===== src/rtl/tile_room_renderer_pkg.sv =====
// Shared definitions for the tile room renderer: swap state encoding,
// default geometry and the fixed colours.
package tile_room_renderer_pkg;

    typedef enum logic {
        IDLE    = 1'b0,
        PENDING = 1'b1
    } swap_state_t;

    localparam int         DEF_COLS        = 20;
    localparam int         DEF_ROWS        = 15;
    localparam int         DEF_TILE_LOG2   = 5;
    localparam logic [7:0] DEF_FLOOR_COLOR = 8'b10110110;
    localparam logic [7:0] OOR_COLOR       = 8'h00;

    // Index width for an n-entry table; never narrower than one bit.
    function automatic int idxWidth(input int n);
        return (n > 1) ? $clog2(n) : 1;
    endfunction

endpackage


===== src/rtl/tile_room_renderer_bank.sv =====
// Double-buffered tile layout store. Two banks of ROWS x COLS wall bits,
// one write port aimed at a chosen bank, one combinational read port
// aimed at the displayed bank.
module tile_layout_bank
    import tile_room_renderer_pkg::*;
#(
    parameter int COLS  = DEF_COLS,
    parameter int ROWS  = DEF_ROWS,
    parameter int ROW_W = idxWidth(ROWS)
)(
    input  logic             i_clk,
    input  logic             i_rst_n,
    input  logic             i_wr_en,
    input  logic             i_wr_bank,
    input  logic [ROW_W-1:0] i_wr_row,
    input  logic [COLS-1:0]  i_wr_data,
    input  logic             i_rd_sel,
    input  logic [ROW_W-1:0] i_rd_row,
    output logic [COLS-1:0]  o_rd_data
);

    logic [COLS-1:0] r_bank0 [ROWS];
    logic [COLS-1:0] r_bank1 [ROWS];

    // Clear both banks to floor on reset, otherwise store the accepted row write.
    always_ff @(posedge i_clk) begin
        if (!i_rst_n) begin
            for (int r = 0; r < ROWS; r++) begin
                r_bank0[r] <= '0;
                r_bank1[r] <= '0;
            end
        end else if (i_wr_en) begin
            if (i_wr_bank) begin
                r_bank1[i_wr_row] <= i_wr_data;
            end else begin
                r_bank0[i_wr_row] <= i_wr_data;
            end
        end
    end

    // Read the displayed bank; rows past the table read as floor.
    always_comb begin
        o_rd_data = '0;
        if (32'(i_rd_row) < ROWS) begin
            o_rd_data = i_rd_sel ? r_bank1[i_rd_row] : r_bank0[i_rd_row];
        end
    end

endmodule


===== src/rtl/tile_room_renderer.sv =====
// Tile room renderer: maps the current pixel to a tile, looks the tile up in
// the displayed layout bank and produces a registered colour two cycles later.
// Layout edits go to the shadow bank and are swapped in at a frame boundary.
// Optional build macro TILE_ROOM_FLASH_EN adds a frame counter that inverts
// wall colour during the upper half of every 64-frame period.
module tile_room_renderer
    import tile_room_renderer_pkg::*;
#(
    parameter int         COLS        = DEF_COLS,
    parameter int         ROWS        = DEF_ROWS,
    parameter int         TILE_LOG2   = DEF_TILE_LOG2,
    parameter logic [7:0] FLOOR_COLOR = DEF_FLOOR_COLOR
)(
    input  logic            clk_vga,
    input  logic            rst_n,
    input  logic [9:0]      CurrentX,
    input  logic [8:0]      CurrentY,
    input  logic            frame_start,
    input  logic [7:0]      wall,
    input  logic            wr_en,
    input  logic [3:0]      wr_row,
    input  logic [COLS-1:0] wr_data,
    input  logic            commit,
    output logic [7:0]      mapData,
    output logic            swap_pending,
    output logic            wr_drop
);

    localparam int ROW_W = idxWidth(ROWS);
    localparam int COL_W = idxWidth(COLS);

    swap_state_t     r_state;
    swap_state_t     w_nextState;
    logic            r_activeSel;
    logic            r_wrDrop;
    logic            w_swap;
    logic            w_wrAccept;
    logic            w_wrDropNext;
    logic            w_wrRowOk;

    logic [9:0]      w_tileCol;
    logic [8:0]      w_tileRow;
    logic            w_inRange;
    logic [COLS-1:0] w_rdData;

    logic            r_s1InRange;
    logic [COLS-1:0] r_s1RowWord;
    logic [COL_W-1:0] r_s1Col;
    logic [7:0]      w_wallColor;
    logic [7:0]      r_mapData;

    assign w_tileCol = CurrentX >> TILE_LOG2;
    assign w_tileRow = CurrentY >> TILE_LOG2;
    assign w_inRange = (32'(w_tileCol) < COLS) && (32'(w_tileRow) < ROWS);
    assign w_wrRowOk = (32'(wr_row) < ROWS);

    assign mapData      = r_mapData;
    assign swap_pending = (r_state == PENDING);
    assign wr_drop      = r_wrDrop;

    // Swap control: decide next state, whether active_sel flips, and which requests are refused.
    always_comb begin
        w_nextState  = r_state;
        w_swap       = 1'b0;
        w_wrAccept   = 1'b0;
        w_wrDropNext = 1'b0;
        case (r_state)
            IDLE: begin
                w_wrAccept = wr_en && w_wrRowOk;
                if (commit) begin
                    if (frame_start) begin
                        w_swap = 1'b1;
                    end else begin
                        w_nextState = PENDING;
                    end
                end
            end
            PENDING: begin
                w_wrDropNext = (wr_en && w_wrRowOk) || commit;
                if (frame_start) begin
                    w_swap      = 1'b1;
                    w_nextState = IDLE;
                end
            end
            default: w_nextState = IDLE;
        endcase
    end

    // Swap state register, displayed-bank select and the registered drop pulse.
    always_ff @(posedge clk_vga) begin
        if (!rst_n) begin
            r_state     <= IDLE;
            r_activeSel <= 1'b0;
            r_wrDrop    <= 1'b0;
        end else begin
            r_state  <= w_nextState;
            r_wrDrop <= w_wrDropNext;
            if (w_swap) begin
                r_activeSel <= ~r_activeSel;
            end
        end
    end

    // Writes land in the shadow bank; a same-edge swap then makes that bank visible.
    tile_layout_bank #(
        .COLS  (COLS),
        .ROWS  (ROWS),
        .ROW_W (ROW_W)
    ) u_bank (
        .i_clk     (clk_vga),
        .i_rst_n   (rst_n),
        .i_wr_en   (w_wrAccept),
        .i_wr_bank (~r_activeSel),
        .i_wr_row  (ROW_W'(wr_row)),
        .i_wr_data (wr_data),
        .i_rd_sel  (r_activeSel),
        .i_rd_row  (ROW_W'(w_tileRow)),
        .o_rd_data (w_rdData)
    );

    // Stage 1: capture range flag, the fetched row word and the column within it.
    always_ff @(posedge clk_vga) begin
        if (!rst_n) begin
            r_s1InRange <= 1'b0;
            r_s1RowWord <= '0;
            r_s1Col     <= '0;
        end else begin
            r_s1InRange <= w_inRange;
            r_s1RowWord <= w_rdData;
            r_s1Col     <= COL_W'(w_tileCol);
        end
    end

`ifdef TILE_ROOM_FLASH_EN
    logic [5:0] r_frameCnt;
    logic       r_s1Invert;

    // Free-running frame counter, advanced once per frame and wrapping 63 -> 0.
    always_ff @(posedge clk_vga) begin
        if (!rst_n) begin
            r_frameCnt <= '0;
        end else if (frame_start) begin
            r_frameCnt <= r_frameCnt + 6'd1;
        end
    end

    // Latch the flash phase alongside the pixel so it travels with stage 1.
    always_ff @(posedge clk_vga) begin
        if (!rst_n) begin
            r_s1Invert <= 1'b0;
        end else begin
            r_s1Invert <= r_frameCnt[5];
        end
    end

    assign w_wallColor = r_s1Invert ? ~wall : wall;
`else
    assign w_wallColor = wall;
`endif

    // Stage 2: pick out-of-range black, wall or floor colour for the pixel.
    always_ff @(posedge clk_vga) begin
        if (!rst_n) begin
            r_mapData <= OOR_COLOR;
        end else if (!r_s1InRange) begin
            r_mapData <= OOR_COLOR;
        end else if (r_s1RowWord[r_s1Col]) begin
            r_mapData <= w_wallColor;
        end else begin
            r_mapData <= FLOOR_COLOR;
        end
    end

endmodule


===== config.mk =====
export PLATFORM = sky130hd
export DESIGN_NAME = tile_room_renderer
export DESIGN_NICKNAME = d
export VERILOG_FILES = /design/src/rtl/tile_room_renderer_pkg.sv /design/src/rtl/tile_room_renderer_bank.sv /design/src/rtl/tile_room_renderer.sv
export SDC_FILE = /design/constraint.sdc
export NUM_CORES = 1
export LEC_CHECK = 0
export BUFFER_PORTS_ARGS = -buffer_cell sky130_fd_sc_hd__buf_2
export CORE_ASPECT_RATIO = 1.1
export CORE_MARGIN = 1.5
export CORE_UTILIZATION = 55
export DETAILED_ROUTE_END_ITERATION = 16
export GPL_TIMING_DRIVEN = 0
export PLACE_DENSITY_LB_ADDON = 0.08
export SLEW_MARGIN = 30
export SYNTH_ARGS = -nofsm -noshare
export SYNTH_HDL_FRONTEND = slang
export SYNTH_HIERARCHICAL = 1
export SYNTH_SLANG_ARGS = --single-unit

===== constraint.sdc =====
create_clock -name clk_vga -period 4.1 [get_ports clk_vga]
set_clock_uncertainty 0.2 [all_clocks]
set_input_delay 0.41 -clock clk_vga [delete_from_list [all_inputs] [get_ports clk_vga]]
set_output_delay 0.41 -clock clk_vga [all_outputs]
set_load 0.03 [all_outputs]

==> results_dict.tcl <==
set metrics [dict create \
    ys_seq_elements 658 \
    synth.yosys.seq_area_share_pct 64.6 \
    power_leakage_nw 12.9 \
    grt_pass1_wl_um 130000 \
    synth_adder_area_share_pct 0 \
    vias 18640 \
    dp_hpwl_um 62700 \
    irDropWorstVdd_v 0.000308 \
    clk_latency_ns 0.60 \
    grt_pass1_vias 18446 \
    synth_nets 2151 \
    post_dp_cell_area_um2 32000 \
    yosys-top-cells-count "and2_1 (628), edfxtp_1 (621), clkbuf_1 (145), mux2i_1 (137), mux4_2 (81)" \
    path_cells "dlygate4sd3_1, buf_2, buf_4, buf_4, buf_4, buf_2, buf_2, a211oi_1, nor4_1, and2_1" \
    tightest_slew_ns 1.04 \
    arrival_ns 3.94 \
    timing.hold.ws_ns 0.113 \
    dr.first_iter.drc_count 2259 \
    dieArea_um2 56000 \
    syn_area_um2 30000 \
    synth-simple-area-share_pct 16.0 \
    wirelength_um 92600 \
    maxSlewViolCount 0 \
    cap_violations 0 \
    grt_overflow_total 0 \
    postLayoutSetupSlackWorst_ns 0.506 \
    cts_buffer_depth 3 \
    detail-route-antenna-nets 0 \
    yosys_warnings 6 \
    r2r_setup_slack_ns 0.86 \
    via_per_inst 6.09 \
    cts-htree-levels 3 \
    die_x_um 226 \
    drtPass1Iterations 6 \
    syn_avg_cell_area_um2 14.3 \
    synth_top_area_share_pct 62.2 \
    synthMostInstantiatedCell "and2_1" \
    synthMuxAreaShare_pct 11.3 \
    finalHoldViolations 0 \
    row_count 89 \
    final_area_um2 34600 \
    chipHeight_um 248 \
    wl_met3_um 8930 \
    finalCritPeriodShare_pct 87.7 \
    start_util_pct 55.8 \
    grt_use_total_pct 34.0 \
    worst_path_max_delay_cell "nor4_1" \
    synth_area_leaders "edfxtp_1 (62%), and2_1 (13%), mux4_2 (6.1%)" \
    drc_errors 0 \
    synth_edf_count 621 \
    worst_slew_margin_rel_pct 30.4 \
    synth_cell_types 45 \
    dr_wl_met2_um 43300 \
    met1_length_um 35700 \
    routabilityCongestion 0.966 \
    outcome "complete, no violations" \
    io_buffers 55 \
    area_growth_pct 15.3 \
    finalSetupViolations 0 \
    cpPeakStageDelay_ns 0.66 \
    cts_tree "done" \
    max_freq_mhz 278 \
    rsz0062_at_grt "false" \
    synth_top_family_by_area "simple AND/OR/NAND/NOR gates" \
    clock_sinks 658 \
    fin_nets 2341 \
    antenna_found_initial 2 \
    synthCells 2095 \
    synthFlopType "edfxtp_1" \
    synth_compound_area_share_pct 4.35 \
    core-area_um2 53800 \
    pre_cts_ws_ns 0.438 \
    drive_gt1_share_pct 15.5 \
    power_density_nw_per_um2 436 \
    async_reset_ff_share_pct 0 \
    cp-start-kind "input pin" \
    hp-class "input pin to flop" \
    crit_type "input pin to flop" \
    clk_pin_slew_ns 0.06 \
    cts_root_buffer "clkbuf_16" \
    worst_ep_required_time_ns 4.44 \
    synth_xor_area_share_pct 0.0292 \
    fin_crit_ns 3.59 \
    worstPathMaxFanout 10 \
    cts_inserted_buffers 69 \
    num_io_pins 66 \
    wire_per_inst_um 30.2 \
    crit_path_end_kind "flop" \
    top_layer_used "met4" \
    yosysTopAreaCell "edfxtp_1" \
    grt_max_degree 21 \
    cts_setup_buffers 0 \
]
[cells in the final DEF (no fill, tap or decap), types with 21 or more instances in the layout]
cell,netlist,final
edfxtp_1,621,621
mux4_2,81,81
nor2_1,38,36
dfxtp_1,37,37
buf_2,18,73
o21ai_4,1,23
a22oi_1,50,50
o21ai_0,43,21
a21oi_1,25,25
and2_1,628,628
clkbuf_16,0,74
clkbuf_1,145,157
nor2b_1,40,40
inv_1,22,22
dlygate4sd3_1,0,39
a211oi_1,39,39
mux2i_1,137,137
nand2_1,30,30
[cell families after synthesis]
kind of cell | after synthesis
compound gates | 192
xor+xnor | 1
buf+inv | 222
flops | 658
mux | 228
simple gates | 794
[power by group]
part	switching [mW]	internal (mW)
registers	0.0716	7.58
clock network	2.57	3.55
logic	0.841	0.453
total	3.48	11.6
[flip-flops by register name (all words and copies together), names as in the netlist]
signal          flops
u_bank/r_bank1    311
u_bank/r_bank0    310
r_s1RowWord        20
mapData             8
r_s1Col             5
r_activeSel         1
r_s1InRange         1
swap_pending        1
wr_drop             1
[metal layers]
metal / vias up / global-route usage (%)
li1: 7981 / -
met1: 9379 / 44.8
met2: 1073 / 54.2
met3: 207 / 6.81
met4: 0 / 17.0
met5: - / 0
[worst paths after layout]
check | startpoint | end | cells past startpoint
max reg2reg | swap_pending | u_bank/r_bank0[2][18] | 5
min | rst_n | mapData[7] | 3
min reg2reg | swap_pending | wr_drop | 2
max | CurrentY[7] | r_s1RowWord[9] | 10
[what timing repair did]
| item | in CTS | in global routing |
|---|---|---|
| gates resized for setup | 0 | 0 |
| hold buffers | 39 | 0 |
| endpoints found under the setup margin | 0 | 0 |
| endpoints found under the hold margin | 37 | 0 |
[metrics by stage]
step           utilization, %  cells  power, mW  TNS, ns
6_report                 64.3   3063       15.1        0
3_5_place_dp             59.5   2903       9.03        0
3_3_place_gp             58.0   2878       8.93  -594.47
5_1_grt                  64.3   3062       15.4        0
2_1_floorplan               -   2095       8.45        0
4_1_cts                  64.3   3062       15.1        0
[worst max-delay path: cells and delay by family]
| kind | cells | cell delay [ns] |
|---|---|---|
| simple gates | 2 | 0.88 |
| compound gates | 1 | 0.28 |
| buf+inv | 7 | 2.34 |
[final cells by class]
type                       instances  area, um^2
fill                            4018       19200
tap                              728         911
clock inverter                    31         251
clock buffer                      89        1920
multi-input combinational       1215        9790
inverter                          22        82.6
timing repair buffer             119        1220
buffer                           200        1020
antenna                            1        2.50
sequential                       658       19400
Power figures use the tool's default switching activity.
